===== src/rtl/display_timing.sv =====
// -----------------------------------------------------------------------------
// display_timing
//   Pixel-clock raster timing generator. It walks (sx, sy) over the full
//   H_TOTAL x V_TOTAL raster and produces the matching data-enable, sync and
//   start-of-line/frame strobes. Every output is decoded from the next-state
//   coordinates and registered with them, so all outputs in a given cycle
//   describe the same pixel.
//
//   Ports
//     pix_clk      in   1   pixel clock
//     pix_rstn     in   1   synchronous active-low reset
//     sx           out  16  horizontal position, 0..H_TOTAL-1
//     sy           out  16  vertical position, 0..V_TOTAL-1
//     de           out  1   visible-area enable
//     hsync        out  1   horizontal sync, asserted level H_SYNC_POL
//     vsync        out  1   vertical sync, asserted level V_SYNC_POL
//     line_start   out  1   high when sx == 0
//     frame_start  out  1   high when sx == 0 and sy == 0
//     frame_cnt    out  16  index of the current frame (wraps mod 2^16)
// -----------------------------------------------------------------------------
module display_timing #(
   parameter int unsigned H_ACTIVE   = 640,
   parameter int unsigned H_FP       = 16,
   parameter int unsigned H_SYNC     = 96,
   parameter int unsigned H_BP       = 48,
   parameter int unsigned V_ACTIVE   = 480,
   parameter int unsigned V_FP       = 10,
   parameter int unsigned V_SYNC     = 2,
   parameter int unsigned V_BP       = 33,
   parameter bit          H_SYNC_POL = 1'b0,
   parameter bit          V_SYNC_POL = 1'b0
) (
   input  logic        pix_clk,
   input  logic        pix_rstn,
   output logic [15:0] sx,
   output logic [15:0] sy,
   output logic        de,
   output logic        hsync,
   output logic        vsync,
   output logic        line_start,
   output logic        frame_start,
   output logic [15:0] frame_cnt
);

   localparam int unsigned H_TOTAL = H_ACTIVE + H_FP + H_SYNC + H_BP;
   localparam int unsigned V_TOTAL = V_ACTIVE + V_FP + V_SYNC + V_BP;

   localparam logic [15:0] H_LAST = 16'(H_TOTAL - 1);
   localparam logic [15:0] V_LAST = 16'(V_TOTAL - 1);
   localparam logic [15:0] H_ACT  = 16'(H_ACTIVE);
   localparam logic [15:0] V_ACT  = 16'(V_ACTIVE);
   localparam logic [15:0] HS_BEG = 16'(H_ACTIVE + H_FP);
   localparam logic [15:0] HS_END = 16'(H_ACTIVE + H_FP + H_SYNC);
   localparam logic [15:0] VS_BEG = 16'(V_ACTIVE + V_FP);
   localparam logic [15:0] VS_END = 16'(V_ACTIVE + V_FP + V_SYNC);

   logic [15:0] sx_q, sx_d;
   logic [15:0] sy_q, sy_d;
   logic        de_q, de_d;
   logic        hsync_q, hsync_d;
   logic        vsync_q, vsync_d;
   logic        ls_q, ls_d;
   logic        fs_q, fs_d;
   logic [15:0] fcnt_q, fcnt_d;

   always_comb begin
      sx_d = sx_q + 16'd1;
      sy_d = sy_q;
      // >= rather than == so a stray out-of-range value still wraps cleanly
      if (sx_q >= H_LAST) begin
         sx_d = 16'd0;
         sy_d = (sy_q >= V_LAST) ? 16'd0 : sy_q + 16'd1;
      end

      // Decode from the next coordinates so the strobes land with them
      de_d    = (sx_d < H_ACT) && (sy_d < V_ACT);
      hsync_d = ((sx_d >= HS_BEG) && (sx_d < HS_END)) ? H_SYNC_POL : ~H_SYNC_POL;
      vsync_d = ((sy_d >= VS_BEG) && (sy_d < VS_END)) ? V_SYNC_POL : ~V_SYNC_POL;
      ls_d    = (sx_d == 16'd0);
      fs_d    = (sx_d == 16'd0) && (sy_d == 16'd0);
      // Counter resets to FFFF so the first frame after reset is frame 0
      fcnt_d  = fs_d ? fcnt_q + 16'd1 : fcnt_q;
   end

   always_ff @(posedge pix_clk) begin
      if (!pix_rstn) begin
         // Park on the last pixel of a frame; the first advance yields (0,0)
         sx_q    <= H_LAST;
         sy_q    <= V_LAST;
         de_q    <= 1'b0;
         hsync_q <= ~H_SYNC_POL;
         vsync_q <= ~V_SYNC_POL;
         ls_q    <= 1'b0;
         fs_q    <= 1'b0;
         fcnt_q  <= 16'hFFFF;
      end else begin
         sx_q    <= sx_d;
         sy_q    <= sy_d;
         de_q    <= de_d;
         hsync_q <= hsync_d;
         vsync_q <= vsync_d;
         ls_q    <= ls_d;
         fs_q    <= fs_d;
         fcnt_q  <= fcnt_d;
      end
   end

   assign sx          = sx_q;
   assign sy          = sy_q;
   assign de          = de_q;
   assign hsync       = hsync_q;
   assign vsync       = vsync_q;
   assign line_start  = ls_q;
   assign frame_start = fs_q;
   assign frame_cnt   = fcnt_q;

endmodule


===== config.mk =====
export PLATFORM = sky130hd
export DESIGN_NAME = display_timing
export DESIGN_NICKNAME = d
export VERILOG_FILES = /design/src/rtl/display_timing.sv
export SDC_FILE = /design/constraint.sdc
export NUM_CORES = 1
export LEC_CHECK = 0
export CELL_PAD_IN_SITES_DETAIL_PLACEMENT = 0
export CELL_PAD_IN_SITES_GLOBAL_PLACEMENT = 1
export CORE_MARGIN = 2
export CORE_UTILIZATION = 30
export CTS_CLUSTER_DIAMETER = 120
export DETAILED_ROUTE_END_ITERATION = 8
export GPL_ROUTABILITY_DRIVEN = 0
export PLACE_DENSITY = 0.77
export SETUP_SLACK_MARGIN = 0.5
export SLEW_MARGIN = 20
export SYNTH_ARGS = -nofsm -noshare
export SYNTH_HDL_FRONTEND = slang
export SYNTH_SLANG_ARGS = --single-unit

===== constraint.sdc =====
create_clock -name pix_clk -period 2.8 [get_ports pix_clk]
set_input_delay 0.42 -clock pix_clk [delete_from_list [all_inputs] [get_ports pix_clk]]
set_output_delay 0.42 -clock pix_clk [all_outputs]
set_load 0.005 [all_outputs]

# Word-level counts from Yosys, hierarchy flattened
# Cells that the tools add are included.
dict set report op_classes {
  mul 0
  bitwise_logic 0
  shift 0
  n_mux 5
  n_lt_le_gt_ge 8
  eq_ne 0
  n_addsub 3
  div 0
  reduce_logical 6
}
# op n
set op_table {}
lappend op_table {{adder 16 x 1 -> 16 bit, second input constant} 3}
lappend op_table {{greater-or-equal comparator 16 x 10 -> 1 bit, second input constant} 3}
lappend op_table {{two-way mux 16 bit} 3}
lappend op_table {{zero test 16 bit} 2}
lappend op_table {{less-than comparator 16 x 10 -> 1 bit, second input constant} 2}
lappend op_table {{less-than comparator 16 x 9 -> 1 bit, second input constant} 2}
lappend op_table {{greater-or-equal comparator 16 x 9 -> 1 bit, second input constant} 1}
lappend op_table {{logical AND 1 bit} 4}
lappend op_table {{two-way mux 1 bit} 2}
dict set report totals {
  ramBits 0
  out_inout_bits 53
  input_bits 2
  mem_count 0
  romBits 0
  wordCells 30
  latchBits 0
  reg_bits 53
}

# Longest topological paths before layout
# Gate-level depths: netlist of the first run.
dict set report logic_depth {
  depth_word 6
  depth_mapped 11
  ltp_nobuf 8
}

# Worst setup path after synthesis of the first run
# No wires, ideal clock.
dict set report synth_path {
  kind {register -> register}
  start {register sx_q[1], in the netlist sx[1]}
  end {register fcnt_q[12], in the netlist frame_cnt[12]}
  slack_ns 0.115
  n_path_buf 1
  required_time_ns 2.679
  setup_time_ns 0.121
  arrival_time_ns 2.564
  stages_incl_launch_ff 10
  path_cell_list {dfxtp_1 ha_1 nand4_1 nor4_1 o32ai_1 o31ai_1 nand3_1 buf_2 nor4b_1 mux2_2}
}
dict set report synth_between {
  elab_chain_cells 4
  word_cells_on_any_way 7
  classes_between {add/sub (1); order compare (1); mux (2); reduce/logical (3)}
}
# element line_no
set synth_rtl {}
lappend synth_rtl {{from (decl)} 57} ;# logic [15:0] sx_q, sx_d;
lappend synth_rtl {{from (signal assigned)} 88} ;# sx_q <= H_LAST;
lappend synth_rtl {{from (signal assigned)} 97} ;# sx_q <= sx_d;
lappend synth_rtl {{adder 16 x 1 -> 16 bit or greater-or-equal comparator 16 x 10 -> 1 bit (tied branches)} {67, 70}}
lappend synth_rtl {{two-way mux 16 bit} 70} ;# if (sx_q >= H_LAST) begin
lappend synth_rtl {{zero test 16 bit} 80} ;# fs_d = (sx_d == 16'd0) && (sy_d == 16'd0);
lappend synth_rtl {{logical AND 1 bit (*)} 80}
lappend synth_rtl {{to (signal assigned)} 104} ;# fcnt_q <= fcnt_d;
lappend synth_rtl {{to (decl)} 64} ;# logic [15:0] fcnt_q, fcnt_d;
# Mark *: on every way between the ends. The rest lies on a longest branch, timed or not.
# A chain may end at the register's enable or synchronous reset.

# Worst setup path after layout of the first run
dict set report layout_path {
  start {register sy_q[10], in the netlist sy[10]}
  end {register fcnt_q[12], in the netlist frame_cnt[12]}
}
dict set report layout_between {
  elab_chain_cells 5
  word_cells_on_any_way 6
  classes_between {add/sub (1); order compare (1); mux (2); reduce/logical (2)}
}
# element line_no
set layout_rtl {}
lappend layout_rtl {{from (decl)} 58} ;# logic [15:0] sy_q, sy_d;
lappend layout_rtl {{from (signal assigned)} 98} ;# sy_q <= sy_d;
lappend layout_rtl {{adder 16 x 1 -> 16 bit or greater-or-equal comparator 16 x 10 -> 1 bit (tied branches)} 72} ;# sy_d = (sy_q >= V_LAST) ? 16'd0 : sy_q + 16'd1;
lappend layout_rtl {{two-way mux 16 bit} 72}
lappend layout_rtl {{two-way mux 16 bit (*)} 70}
lappend layout_rtl {{zero test 16 bit (*)} 80}
lappend layout_rtl {{logical AND 1 bit (*)} 80}
# Marks and branches as above.

==> summary.md, run 1 <==
| Metric | Value |
|---|---|
| PD cells | `864.1 nW/um^2` |
| Crit path DAT | `2810 ps` |
| Hold Vio Cnt, Final | `0` |
| Pre-Repair DR Iteration Count | `4` |
| First-pass GRT wire length | `13520 um` |
| Clock sink total | `53` |
| Worst-path maximum fanout | `5` |
| #FFs+latches synth | `53` |
| Post-layout net count | `429` |
| Synth async-reset ratio | `0%` |
| Cts hold-fix bufs | `0` |
| RSZ-0062 raised after global routing | `true` |
| Top Layer Used | `met4` |
| Antenna cell count | `0` |
| Final WL | `8050 um` |
| Clk_skew | `9.714 ps` |
| Cells after synthesis | `337` |
| Slew Viols, Final | `0` |
| DRT iter0 DRCs | `140` |
| CORE AREA | `9153 um^2` |
| Top-Level Pins | `55` |
| Met2 WL | `3770 um` |
| Peak supply drop | `705.8 uV` |
| Port Buffers | `54` |
| Leak | `1.512 nW` |
| Reg2Reg Setup Slack | `210 ps` |
| Number of CTS-inserted buffers | `5` |
| Clk_lat worst skew | `320 ps` |
| Row cnt | `35` |
| Startpoint class of the critical path | `flip-flop` |
| TritonCTS clock tree | `done` |
| Layout cells sized above 1 | `22.88%` |
| Clock transition at the registers of the reported paths | `100 ps` |
| Die Wd | `100.5 um` |
| CTS H-tree depth | `2` |
| Root buf cell | `clkbuf_8` |
| Fmax | `385.9 MHz` |
| Final Setup Violations | `0` |
| Hold EP | `sy[11]` |
| Detail Route met3 WL | `366 um` |
| Reg2Reg Depth | `7` |
| Average size of a mapped cell | `8.298 um^2` |
| Yosys cell types | `59` |
| Fin Hold WS | `511.4 ps` |
| Max-cap violations | `0` |
| Number of global-route vias before repair | `2712` |
| Starting density of the core | `30.55%` |
| Hold Crit Start | `sy[11]` |
| Prevailing post-synth register cell | `dfxtp_1` |
| Via count | `2874` |
| R2r startpoint | `sy[10]` |
| Hold path depth | `1` |
| DRC Markers | `0` |
| DP Area | `3635 um^2` |
| Critical path type | `reg -> reg` |
| Antenna violations before repair | `0` |
| Most common cell after layout, fill and taps aside | `clkdlybuf4s50_1` |
| Path category of the worst min-delay check | `reg -> reg` |
| Fin area | `4065 um^2` |
| Pin count of the biggest net entering global routing | `19` |
| Dpl hpwl | `5786 um` |
| Layout area overhead | `45.37%` |
| Period utilization | `92.55%` |
| Die Y | `100.5 um` |
| EDFF count, synth | `0` |
| Worst Path Required | `3020 ps` |
| All-Layer GR Usage | `16.50%` |
| Setup TNS | `0 ps` |
| Post-layout min period | `2591 ps` |
| Most frequent cells in the layout | `clkdlybuf4s50_1, dfxtp_1, buf_4` |
| Max Root-Sink Buffers | `2` |
| Seq/Total Area, Yosys | `37.94%` |
| Critical R2R Capture | `frame_cnt[12]` |
| Wirelength per Cell | `15.05 um` |
| Routed Antenna Nets | `0` |
| Met1 WL | `3798 um` |
| Number of synthesis warnings | `0` |
| Overflow left after global routing | `0` |
| Synthesized area | `2796 um^2` |
| Crit. End Element | `flip-flop` |
| Outcome | `completed` |
| Die footprint | `10110 um^2` |
| Via/cell ratio | `5.372` |
## worst max-delay path by stage
stage                start             to  slack (ps)  depth (start not counted)
finish              sy[10]  frame_cnt[12]         210                          7
global route        sy[10]  frame_cnt[12]         120                          7
CTS                 sy[10]  frame_cnt[12]         220                          7
detailed placement   sx[1]   frame_cnt[8]          50                          9
global placement     sx[1]   frame_cnt[8]          70                          9
floorplan           sy[10]  frame_cnt[12]         260                          7
## area by class of cell
cell class | instances | area [um^2]
Inverter | 9 | 33.78
Fill cell | 878 | 5087
Sequential cell | 53 | 1076
Clock inverter | 3 | 25.02
Clock buffer | 5 | 68.82
Tap cell | 111 | 138.9
Multi-Input combinational cell | 258 | 1841
Timing Repair Buffer | 96 | 882.1
## state kept, by name, indices dropped and copies added (netlist names)
signal	cells
frame_cnt	16
sx	16
sy	16
hsync	1
line_start	1
vsync	1
de	1
frame_start	1
## logic make-up after synthesis
logic type	Yosys count	synth area share (%)
simple gates	160	32.62
compound gates	70	17.00
flops	53	37.94
buf+inv	31	4.519
xor+xnor	14	4.385
fa+ha+maj	4	1.790
mux	4	1.611
other cells	1	0.1341
## cells in the mapped netlist, types with 2 or more instances
library cell	instances	area (um^2)
or4_4	2	22.52
ha_1	4	50.05
nor2b_1	2	12.51
and2_1	6	37.54
nor3_2	2	20.02
xor2_1	7	61.31
nand4_1	10	62.56
o211ai_1	4	30.03
inv_1	9	33.78
xnor2_1	7	61.31
nor4_1	8	50.05
dfxtp_1	53	1061
nor2_1	25	93.84
nand3b_1	6	45.04
nor3_1	14	70.07
a21oi_1	6	30.03
or4_1	3	22.52
o21ai_0	22	110.1
nand2b_1	6	37.54
and3_1	9	56.30
o22ai_1	2	12.51
nand3_1	16	80.08
nand2_1	28	105.1
clkbuf_1	14	52.55
buf_2	7	35.03
o311ai_0	2	17.52
mux2_2	3	33.78
nor3b_1	4	30.03
a31oi_1	5	31.28
and4_1	6	52.55
o41ai_1	2	17.52
o31ai_1	7	52.55
a211oi_1	6	45.04
or3_1	5	31.28
## power breakdown
group / internal (mW) / switching (mW) / total, mW
logic: 1.02 / 0.937 / 1.96
registers: 0.900 / 0.191 / 1.09
clock network: 0.181 / 0.281 / 0.462
## per-layer routing
layer,vias to the layer above,track usage [%]
met2,73,26.64
met5,-,0
met4,0,4.320
met1,1379,22.69
met3,11,3.051
li1,1411,-
## stage by stage
| stage | setup WS [ps] | instances | total power, mW | util [%] |
|---|---|---|---|---|
| global route | 119.4 | 535 | 3.788 | 44.42 |
| finish | 208.7 | 535 | 3.513 | 44.42 |
| global placement | 68.73 | 509 | 2.643 | 39.71 |
| CTS | 224.5 | 528 | 3.342 | 42.58 |
| floorplan | 262.3 | 342 | 2.069 | - |
| detailed placement | 47.35 | 509 | 2.665 | 39.71 |
## timing repair
action,in CTS,in global routing
pin swaps,6,8
setup buffers,11,7
setup endpoints to repair,19,23
cloned,0,0
gates resized for setup,27,22
## worst max-delay path, stage by stage, from the launching register on
cell     delay [ps]
dfxtp_2         340
or4_4           530
or4_4           480
nor4_4          290
a211o_4         170
nand2_4          80
nor4b_4         270
mux2_4          320
(Power assumes the default switching activity.)
==> run 2, diff against run 1 <==
--- a/config.mk
+++ b/config.mk
@@ -5,6 +5,7 @@
 export SDC_FILE = /design/constraint.sdc
 export NUM_CORES = 1
 export LEC_CHECK = 0
+export CAP_MARGIN = 20
 export CELL_PAD_IN_SITES_DETAIL_PLACEMENT = 0
 export CELL_PAD_IN_SITES_GLOBAL_PLACEMENT = 1
 export CORE_MARGIN = 2
==> results of run 2 <==
Same layout as run 1: the final DEF is identical, and so are final timing and power.
